File: src/rtl/error_event_logger.sv
// -----------------------------------------------------------------------------
// error_event_logger
//
// Sits downstream of the CPU error aggregator. It detects rising edges on the
// per-source error flags and treats each cycle with at least one new rising
// bit as a single event. For each event it:
//   - sets the sticky CPU error output,
//   - captures the first event's source mask and timestamp since reset/clear,
//   - pushes {mask, timestamp} into a small show-ahead event FIFO.
// A debug reader drains the FIFO over a valid/ready handshake.
//
// Ports
//   clk                system clock, rising edge
//   rst_n              synchronous reset, ACTIVE HIGH (1 = reset)
//   error_src_i        raw per-source error flags (level)
//   clear_i            software clear of logged state (FIFO, first_*, sticky)
//   cpu_inner_error_o  sticky: an event was captured since reset/clear
//   first_src_o        source mask of the first captured event
//   first_ts_o         timestamp of the first captured event
//   log_valid_o        FIFO non-empty, head entry presented
//   log_src_o          head entry source mask (don't-care when not valid)
//   log_ts_o           head entry timestamp (don't-care when not valid)
//   log_ready_i        reader accepts the head entry
//   log_count_o        FIFO occupancy
//   overflow_o         sticky: an event was dropped because the FIFO was full
// -----------------------------------------------------------------------------
module error_event_logger #(
   parameter int SRC_W = 10,
   parameter int TS_W  = 32,
   parameter int DEPTH = 8
) (
   input  logic                     clk,
   input  logic                     rst_n,
   input  logic [SRC_W-1:0]         error_src_i,
   input  logic                     clear_i,
   output logic                     cpu_inner_error_o,
   output logic [SRC_W-1:0]         first_src_o,
   output logic [TS_W-1:0]          first_ts_o,
   output logic                     log_valid_o,
   output logic [SRC_W-1:0]         log_src_o,
   output logic [TS_W-1:0]          log_ts_o,
   input  logic                     log_ready_i,
   output logic [$clog2(DEPTH):0]   log_count_o,
   output logic                     overflow_o
);

   localparam int AW = $clog2(DEPTH);
   localparam int CW = AW + 1;

   logic [TS_W-1:0]  ts_r;
   logic [SRC_W-1:0] src_d_r;
   logic             sticky_r;
   logic [SRC_W-1:0] first_src_r;
   logic [TS_W-1:0]  first_ts_r;
   logic             overflow_r;
   logic [AW-1:0]    wr_ptr_r;
   logic [AW-1:0]    rd_ptr_r;
   logic [CW-1:0]    count_r;

   logic [SRC_W-1:0] src_mem_r [DEPTH];
   logic [TS_W-1:0]  ts_mem_r  [DEPTH];

   logic [SRC_W-1:0] new_s;
   logic             event_s;
   logic             full_s;
   logic             empty_s;
   logic             pop_s;
   logic             push_s;
   logic             drop_s;

   // Edge detection and FIFO handshake decode; clear suppresses both push and
   // pop so that a clear cycle leaves the FIFO empty regardless of the reader.
   always_comb begin
      new_s   = {SRC_W{1'b0}};
      event_s = 1'b0;
      full_s  = 1'b0;
      empty_s = 1'b1;
      pop_s   = 1'b0;
      push_s  = 1'b0;
      drop_s  = 1'b0;

      new_s   = error_src_i & ~src_d_r;
      event_s = |new_s;
      full_s  = (count_r == CW'(DEPTH));
      empty_s = (count_r == {CW{1'b0}});
      pop_s   = ~empty_s & log_ready_i & ~clear_i;
      // A full FIFO still accepts the push when the head leaves this cycle.
      push_s  = event_s & ~clear_i & (~full_s | pop_s);
      drop_s  = event_s & ~clear_i & full_s & ~pop_s;
   end

   // Counter, previous-sample register, capture state and FIFO bookkeeping.
   always_ff @(posedge clk) begin
      if (rst_n) begin
         ts_r        <= {TS_W{1'b0}};
         src_d_r     <= {SRC_W{1'b0}};
         sticky_r    <= 1'b0;
         first_src_r <= {SRC_W{1'b0}};
         first_ts_r  <= {TS_W{1'b0}};
         overflow_r  <= 1'b0;
         wr_ptr_r    <= {AW{1'b0}};
         rd_ptr_r    <= {AW{1'b0}};
         count_r     <= {CW{1'b0}};
      end else begin
         ts_r    <= ts_r + TS_W'(1);
         // Updated even on clear cycles, so an edge seen during clear is lost.
         src_d_r <= error_src_i;

         if (clear_i) begin
            sticky_r    <= 1'b0;
            first_src_r <= {SRC_W{1'b0}};
            first_ts_r  <= {TS_W{1'b0}};
            overflow_r  <= 1'b0;
            wr_ptr_r    <= {AW{1'b0}};
            rd_ptr_r    <= {AW{1'b0}};
            count_r     <= {CW{1'b0}};
         end else begin
            if (event_s) begin
               sticky_r <= 1'b1;
               // The sticky bit doubles as "first event already captured".
               if (!sticky_r) begin
                  first_src_r <= new_s;
                  first_ts_r  <= ts_r;
               end else begin
                  first_src_r <= first_src_r;
                  first_ts_r  <= first_ts_r;
               end
            end else begin
               sticky_r <= sticky_r;
            end

            if (drop_s) begin
               overflow_r <= 1'b1;
            end else begin
               overflow_r <= overflow_r;
            end

            if (push_s) begin
               wr_ptr_r <= wr_ptr_r + AW'(1);
            end else begin
               wr_ptr_r <= wr_ptr_r;
            end

            if (pop_s) begin
               rd_ptr_r <= rd_ptr_r + AW'(1);
            end else begin
               rd_ptr_r <= rd_ptr_r;
            end

            if (push_s && !pop_s) begin
               count_r <= count_r + CW'(1);
            end else if (pop_s && !push_s) begin
               count_r <= count_r - CW'(1);
            end else begin
               count_r <= count_r;
            end
         end
      end
   end

   // Event storage; contents need no reset because validity is tracked by count.
   always_ff @(posedge clk) begin
      if (push_s) begin
         src_mem_r[wr_ptr_r] <= new_s;
         ts_mem_r[wr_ptr_r]  <= ts_r;
      end else begin
         src_mem_r[wr_ptr_r] <= src_mem_r[wr_ptr_r];
         ts_mem_r[wr_ptr_r]  <= ts_mem_r[wr_ptr_r];
      end
   end

   assign cpu_inner_error_o = sticky_r;
   assign first_src_o       = first_src_r;
   assign first_ts_o        = first_ts_r;
   assign overflow_o        = overflow_r;
   assign log_count_o       = count_r;
   assign log_valid_o       = ~empty_s;
   assign log_src_o         = src_mem_r[rd_ptr_r];
   assign log_ts_o          = ts_mem_r[rd_ptr_r];

endmodule

File: config.mk
export PLATFORM = sky130hd
export DESIGN_NAME = error_event_logger
export DESIGN_NICKNAME = d
export VERILOG_FILES = /design/src/rtl/error_event_logger.sv
export SDC_FILE = /design/constraint.sdc
export NUM_CORES = 1
export LEC_CHECK = 0
export ABC_AREA = 0
export BUFFER_PORTS_ARGS = -buffer_cell sky130_fd_sc_hd__buf_2
export CAP_MARGIN = 20
export CELL_PAD_IN_SITES_DETAIL_PLACEMENT = 1
export CELL_PAD_IN_SITES_GLOBAL_PLACEMENT = 1
export CORE_MARGIN = 2
export CORE_UTILIZATION = 52
export CTS_CLUSTER_SIZE = 28
export DETAILED_ROUTE_END_ITERATION = 16
export PLACE_DENSITY = 0.88
export SLEW_MARGIN = 20
export SYNTH_ARGS = -nofsm -noshare
export SYNTH_HDL_FRONTEND = slang
export SYNTH_SLANG_ARGS = --single-unit
File: constraint.sdc
create_clock -name clk -period 9.8 [get_ports clk]
set_input_delay 1.96 -clock clk [delete_from_list [all_inputs] [get_ports clk]]
set_output_delay 1.96 -clock clk [all_outputs]
set_load 0.02 [all_outputs]
-- After elaboration in Yosys (flattened, before gate mapping)
Memory sizes are Yosys's and may differ from the RTL's. A register that Yosys moved wholly into a read port is not among the register bits.
Index checks and enable logic that the tools add are counted.
- reduce and logical (&&, ||, !) cells: 10
- add/subtract/negate cells: 5
- equality and inequality tests: 2
- muxes and demuxes: 11
- bitwise gates (word level): 16
- operators with widths (cell ; count):
    $add 32x1->32 const B ; 1
    $mux 32 ; 1
    $mux 3 ; 4
    $and 10x10->10 ; 1
    $mux 10 ; 1
    $not 10->10 ; 1
    $reduce_or 10->1 ; 1
    $mux 4 ; 2
    $add 3x1->3 const B ; 2
    $and 1x1->1 ; 6
    $not 1->1 ; 5
    $add 4x1->4 const B ; 1
    $eq 4x4->1 const B ; 1
    $logic_not 4->1 ; 1
    $reduce_and 2->1 ; 2
    $sub 4x1->4 const B ; 1
    $mux 1 ; 3
    $or 1x1->1 ; 3
    $logic_and 1x1->1 ; 2
    $logic_not 1->1 ; 2
    $reduce_bool 2->1 ; 1
    $reduce_or 2->1 ; 1
    $ne 0x0->1 ; 1
- bits in writable memories: 336
- flip-flop bits (word level): 96
- input bits: 14
- word-level logic and storage cells: 55
- memories: 2
- output and inout bits: 91
- memory list (name ; words ; bits a word ; rd ports ; clocked after Yosys merged registers in ; wr ports ; line ; source):
    ts_mem_r ; 8 ; 32 ; 1 ; 1 ; 1 ; 61 ; logic [TS_W-1:0] ts_mem_r [DEPTH];
    src_mem_r ; 8 ; 10 ; 1 ; 1 ; 1 ; 60 ; logic [SRC_W-1:0] src_mem_r [DEPTH];

-- Logic depth before layout (Yosys ltp)
Gate-level depths: netlist of run 1.
- word-level depth: 10
- mapped depth: 14
- gate-level depth less buffers: 13

-- Worst setup path after synthesis of run 1
No wires, ideal clock.
- kind: in2reg
- from: input error_src_i[6]
- to: memory src_mem_r[0][0] (enable)
- slack: 2357 ps
- buffers on the path: 1
- cell stages on the path: 6
- library setup time: 546 ps
- data arrival time: 6897 ps
- required time: 9254 ps
- cells stage by stage: nor2b_1 -> or4_1 -> or3_1 -> buf_2 -> nand2_4 -> nor4_1
- longest elaborated chain between the ends: 7
- elaborated cells between the ends (all ways): 9
- classes of those cells: 3 x mux; 4 x bitwise; 2 x reduce/logical
- RTL lines (item ; line ; source):
    start: declaration ; 34 ; input logic [SRC_W-1:0] error_src_i,
    $and 10x10->10 (*) ; 82 ; new_s = error_src_i & ~src_d_r;
    $reduce_or 10->1 (*) ; 83 ; event_s = |new_s;
    $and 1x1->1 (*) (2 in series) ; 88 ; push_s = event_s & ~clear_i & (~full_s | pop_s);
    $mux 1 (on tied branches) ; 163, 167 ;
    $mux 1 (not written as such) / $reduce_and 2->1 (equally long branches) ; n/a ;
    $or 1x1->1 (no line) (*) ; n/a ;
    end: declaration ; 60 ;
Mark *: on every way between the ends. The rest lies on a longest branch, timed or not.

==> qor.yml, run 1 <==
synth_largest_area_cell: "edfxtp_1"
reg2reg_to: "log_count_o[3]$_SDFFE_PP0P_"
cp_slowest_cell: "dfxtp_4"
max_slew_margin_pct: 31.6
synth-edff-count: 336
max_freq_mhz: 187
n_antenna_cell: 0
antenna_found_initial: 0
crit_family: "buffers and inverters"
setup.worst_path.class: "register to output port"
postCtsHoldBufs: 0
cts_tree: "built"
rsz0062_at_grt: "no"
clk_pin_slew_ns: 0.06
avgSynthCellArea_um2: 17.4
critical_path_buf_inv_count: 2
yosysTopAreaCellShare_pct: 61.0
min_from: "first_ts_o[22]$_SDFFE_PP0P_"
yosysWarnings: 0
final-hold-violation-count: 0
gp_congestion: 0.729
cap_violations: 0
crit_path_cell_trace: "buf_4 > mux4_2 > mux2_2 > buf_2"
dr.pass1.iters: 4
crit_arrival_ns: 3.38
crit_path_start_kind: "register"
min_to: "first_ts_o[22]$_SDFFE_PP0P_"
cts_inserted_buffers: 43
ys_types: 40
mappedNetlistNets: 973
grt-ovfl-total: 0
rr_startpoint: "src_d_r[2]$_SDFF_PP0_"
ys.flop_type: "edfxtp_1"
grt_pass1_vias: 10002
vias_per_cell: 6.05
core-area_um2: 31500
start_util_pct: 52.5
critPathMaxStageDelay_ns: 0.89
io_pins: 105
grt_usage_pct: 24.9
ys_async_sr_fraction_pct: 0
finalCritPeriodShare_pct: 54.5
num_vias: 9115
die_y_um: 182
dp_cells: 1428
worstSkewPairLatency_ns: 0.54
die_x_um: 182
hold_class: "register to register"
tns_ns: 0
seq_area_frac_synth_pct: 73.0
synth_area_leaders: "edfxtp_1, dfxtp_1, mux4_2"
period_needed_ns: 5.34
final_area_um2: 18900
final_cells: 1507
numClockSinks: 435
finalClockSkew_ns: 0.0251
cts.repair.resized: 0
wire_per_inst_um: 26.7
p_leak_nw: 6.32
r2r_cells: 13
dp_hpwl_um: 22700
cp-end-kind: "output port"
cp_max_fo: 46
whs_path_depth: 2
drive_gt1_share_pct: 30.0
postCtsSetupBuffers: 0
worst-slew-pin-transition_ns: 1.03
area_growth_pct: 14.6
drtIter0Drc: 816
wirelength_um: 40200
grt_max_degree: 67
std_cell_rows: 65
cts.path.max_buffers: 3
status: "complete, no violations"
io_buffers: 104
dieArea_um2: 33200
synthCells: 952
drc: 0
ir_drop_uv: 103
slew_violations: 0
regToRegSetupSlack_ns: 6.30
setup_slack_ns: 4.46
ctsRootBufferMaster: "clkbuf_16"
yosys_register_bits: 435
synth_area_um2: 16500
setup_viol: 0
cp_data_required_time_ns: 7.84
nets: 1092
postRouteAntennaNets: 0
grt_pass1_wl_um: 61500
pre_cts_ws_ns: 4.54
htree_levels: 2
dpl_cell_area_um2: 17500
powerDensity_nw_per_um2: 204
==> logic make-up after synthesis <==
logic type               count (synthesis)  share of synthesized area, %
XOR/XNOR                                30                          1.59
AND/OR/NAND/NOR                        232                          6.70
AO/OA/AOI/OAI                           62                          2.06
multiplexers                           130                          14.5
adder cells (fa/ha/maj)                  7                         0.575
flip-flops                             435                          73.0
buffers and inverters                   56                          1.54
==> flip-flops by register name (all words and copies together) (netlist names), 3 cells and up, named ones only <==
register and flops:
src_mem_r 80, ts_mem_r 256, wr_ptr_r 3, ts_r 32, first_src_o 10, first_ts_o 32, src_d_r 10, log_count_o 4
rd_ptr_r 3
==> tightest hold or removal path, cell delays in order (launching register included) <==
cell and delay [ns]:
dfxtp_1 0.31, nand2_1 0.05, a21oi_1 0.05
==> metrics by stage <==
| step | total power, mW | hold WS [ns] | util [%] |
|---|---|---|---|
| after floorplan | 2.19 | 0.485 | - |
| after global placement | 2.24 | 0.442 | 55.7 |
| after detailed placement | 2.25 | 0.447 | 55.7 |
| after CTS | 3.90 | 0.457 | 60.2 |
| after global routing | 3.98 | 0.467 | 60.2 |
| final | 3.87 | 0.452 | 60.2 |
==> cells in the mapped netlist (4+ instances only) <==
master,instances
edfxtp_1,336
dfxtp_1,99
nand2_1,95
mux4_2,84
a21oi_1,47
nor2_1,46
mux2_2,42
clkbuf_1,24
nor2b_1,21
xnor2_1,18
nand3_1,17
nor3_1,15
buf_2,12
xor2_1,12
inv_1,9
or3_1,9
o21ai_0,8
buf_1,6
ha_1,6
nand4_1,6
or4_1,6
and4_1,4
buf_6,4
mux2i_1,4
==> power breakdown <==
part	leakage, nW	switching, mW	internal (mW)
clock network	0.683	0.696	0.966
registers	3.94	0.0215	2.00
logic	1.70	0.114	0.0771
==> routing by layer <==
metal / vias up / global-route usage [%] / wire (µm)
met5: - / 0 / 0
met3: 86 / 3.83 / 2160
met1: 4768 / 32.2 / 16200
met4: 0 / 9.29 / 1110
met2: 360 / 42.9 / 20700
li1: 3901 / - / -
==> cells in the final DEF, fill, tap and decap left out, types with 2 or more instances in the layout <==
cell type and count:
ha_1 6, clkinv_1 2, clkinv_2 9, clkbuf_8 2, nor2b_1 21, mux2_2 42
dfxtp_1 96, clkinvlp_4 6, xor2_1 12, mux2i_1 4, mux4_2 84, buf_2 104
nand2_1 95, clkinv_4 2, a21oi_1 47, dfxtp_4 2, buf_4 16, nand4_1 6
nor4_1 2, nand3_1 17, nor3_2 4, or4_1 6, and4_1 4, nor2_1 43
xnor2_1 18, or3_1 9, clkbuf_1 10, nor3_1 11, o21ai_1 2, o21ai_0 8
nand2b_1 3, nor2_4 3, bufinv_16 4, inv_1 9, clkbuf_16 45, edfxtp_1 336
==> worst max path at each step <==
stage	slack [ns]	cells after the start	startpoint	endpoint
finish	4.46	4	register	log_ts_o[0]
global route	4.16	4	register	log_ts_o[0]
CTS	4.33	4	register	log_ts_o[0]
detailed placement	4.54	14	error_src_i[7]	log_count_o[3]$_SDFFE_PP0P_
global placement	4.65	14	error_src_i[2]	log_count_o[3]$_SDFFE_PP0P_
floorplan	2.36	6	error_src_i[6]	src_mem_r[0][0]$_DFFE_PP_
==> final cells by class <==
cell class | count | area (µm²)
clock buffer | 57 | 1190
clock inverter | 22 | 231
fill | 2787 | 12500
inverter | 10 | 37.5
multi-input combinational | 461 | 4260
sequential | 435 | 12100
tap | 402 | 503
timing repair buffer | 120 | 641
Power figures use the tool's default switching activity.
==> run 2, diff against run 1 <==
--- a/config.mk
+++ b/config.mk
@@ -11,10 +11,10 @@
 export CELL_PAD_IN_SITES_DETAIL_PLACEMENT = 1
 export CELL_PAD_IN_SITES_GLOBAL_PLACEMENT = 1
 export CORE_MARGIN = 2
-export CORE_UTILIZATION = 52
+export CORE_UTILIZATION = 47
 export CTS_CLUSTER_SIZE = 28
 export DETAILED_ROUTE_END_ITERATION = 16
-export PLACE_DENSITY = 0.88
+export PLACE_DENSITY = 0.85
 export SLEW_MARGIN = 20
 export SYNTH_ARGS = -nofsm -noshare
 export SYNTH_HDL_FRONTEND = slang
==> constraint.sdc (replaced) <==
create_clock -name clk -period 4.9 [get_ports clk]
set_input_delay 0.98 -clock clk [delete_from_list [all_inputs] [get_ports clk]]
set_output_delay 0.98 -clock clk [all_outputs]
set_load 0.02 [all_outputs]
==> run 2 against run 1 <==
Effect of this change: non-clock buffer count is 4 higher; cell count rose by 3.8%; largest cell class unchanged; highest routed layer unchanged; register-to-register slack lost 4.8 ns; sequential power grew 100%; utilization down 4.8 points; sequential cell count did not move.
==> qor.yml, run 2 (synthesis gave the netlist of run 1 again) <==
setup_slack_ns: 1.14  # was 4.46 ns
worst-slew-pin-transition_ns: 0.894  # was 1.03 ns
crit_arrival_ns: 4.21  # was 3.38 ns
dp_hpwl_um: 23400  # was 22,700 µm
cp_data_required_time_ns: 5.36  # was 7.84 ns
p_leak_nw: 6.41  # was 6.32 nW
die_y_um: 192  # was 182 µm
fill_cells: 3145  # was 2,787
wire_per_inst_um: 26.5  # was 26.7 µm
cts.path.max_buffers: 3  # unchanged
finalClockSkew_ns: 0.0159  # was 0.0251 ns
setup.worst_path.class: "primary input to register"  # was register to output port
status: "complete, no violations"  # unchanged
wirelength_um: 41500  # was 40,200 µm
dp_cells: 1485  # was 1,428
powerDensity_nw_per_um2: 413  # was 204 nW/µm²
crit_family: "simple AND/OR/NAND/NOR gates"  # was buffers and inverters
postCtsHoldBufs: 0  # unchanged
crit_start: "error_src_i[2]"
drc: 0  # unchanged
max_slew_margin_pct: 39.6  # was 31.6%
cp_max_fo: 10  # was 46
finalCritPeriodShare_pct: 76.6
postCtsSetupBuffers: 0  # unchanged
largest_reg_flops: 256  # unchanged
std_cell_rows: 68  # was 65
reg.largest.list: "ts_mem_r (256), src_mem_r (80)"  # unchanged
regMostFlops: "ts_mem_r"  # unchanged
drive_gt1_share_pct: 30.2  # was 30.0%
min_from: "first_ts_o[25]$_SDFFE_PP0P_"  # was first_ts_o[22]$_SDFFE_PP0P_
htree_levels: 2  # unchanged
grt-ovfl-total: 0  # unchanged
final_core_util_pct: 55.4  # was 60.2%
cp-end-kind: "register"  # was output port
start_util_pct: 47.8  # was 52.5%
io_buffers: 104  # unchanged
postRouteAntennaNets: 0  # unchanged
setup_viol: 0  # unchanged
cts_tree: "built"  # unchanged
crit_path_cell_trace: "buf_2 > nor2b_1 > or4_1 > or3_1 > nand2_4 > inv_1 > ha_1 > inv_1 > ha_1 > a21o_1 > a21oi_1 > xnor2_1 > or3_1 > a21oi_1"  # was buf_4 > mux4_2 > mux2_2 > buf_2
p_total_mw: 7.92  # was 3.87 mW
final_cells: 1564  # was 1,507
ir_drop_uv: 247  # was 103 µV
antenna_found_initial: 0  # unchanged
clk_pin_slew_ns: 0.06  # about the same
grt_pass1_vias: 9984  # was 10,002
worstSkewPairLatency_ns: 0.55  # was 0.54 ns
cp_slowest_cell: "or4_1"  # was dfxtp_4
whs_ns: 0.456  # was 0.452 ns
pre_cts_ws_ns: 0.655  # was 4.54 ns
grt_max_degree: 53  # was 67
cap_violations: 0  # unchanged
area_growth_pct: 16.0  # was 14.6%
final_area_um2: 19200  # was 18,900 µm²
nets: 1096  # was 1,092
grt_pass1_wl_um: 62900  # was 61,500 µm
rsz0062_at_grt: "no"  # unchanged
rr_startpoint: "src_d_r[2]$_SDFF_PP0_"  # unchanged
n_antenna_cell: 0  # unchanged
final_cell_mix: "edfxtp_1, buf_2, dfxtp_1"  # unchanged
core-area_um2: 34600  # was 31,500 µm²
dieArea_um2: 36700  # was 33,200 µm²
critical_path_buf_inv_count: 3  # was 2
num_vias: 9194  # was 9,115
crit_path_start_kind: "primary input"  # was register
dr.pass1.iters: 5  # was 4
numClockSinks: 435  # unchanged
tns_ns: 0  # unchanged
drtIter0Drc: 866  # was 816
vias_per_cell: 5.88  # was 6.05
hold_class: "register to register"  # unchanged
slew_violations: 0  # unchanged
ctsRootBufferMaster: "clkbuf_16"  # unchanged
gp_congestion: 0.736  # was 0.729
final-hold-violation-count: 0  # unchanged
dpl_cell_area_um2: 17700  # was 17,500 µm²
grt_usage_pct: 23.2  # was 24.9%
cts_inserted_buffers: 43  # unchanged
max_freq_mhz: 266
final_common_cell: "edfxtp_1"  # unchanged
cts.repair.resized: 0  # unchanged
die_x_um: 192  # was 182 µm
period_needed_ns: 3.76
multiInputGateArea_um2: 4280  # was 4260 µm²
area.sequential_um2: 12100  # unchanged
io_pins: 105  # unchanged
critPathMaxStageDelay_ns: 0.66  # was 0.89 ns
-- run 2: cell count changes in the layout (fill, tap and decap cells not counted), sizes merged --
cell      previous run  this run
bufinv               4         7
clkinvlp             6         0
buf                120       124
clkinv              13        19
clkbuf              57        54
-- run 2: final timing paths --
check,cells past startpoint,to,slack [ns]
max,14,log_count_o[3]$_SDFFE_PP0P_,1.14
min,2,first_ts_o[25]$_SDFFE_PP0P_,0.46
min reg2reg,2,first_ts_o[25]$_SDFFE_PP0P_,0.46
max reg2reg,13,log_count_o[3]$_SDFFE_PP0P_,1.48
-- run 2: worst min-delay path: stages (launching register included) --
cell and delay [ns]:
dfxtp_1 0.31, nand2_1 0.05, a21oi_1 0.05
-- run 2: per-layer routing --
layer  GRT usage [%]  share of wire, %
met3            3.20               5.8
met2            39.5                51
met1            31.1                41
met4            7.40               2.2
met5               0                 0
-- run 2: report_power, final --
group          total [mW]  switching [mW]  leakage, nW  internal [mW]
Clock                3.49            1.39        0.742           2.10
Combinational       0.402           0.244         1.73          0.157
Sequential           4.03          0.0336         3.94           4.00
-- run 2: area by class of cell --
class	count	share of cell area (%)
sequential	435	63.0
tap	455	2.97
clock buffer	54	6.26
timing repair buffer	124	3.76
clock inverter	25	1.52
inverter	10	0.196
multi-input combinational	461	22.3
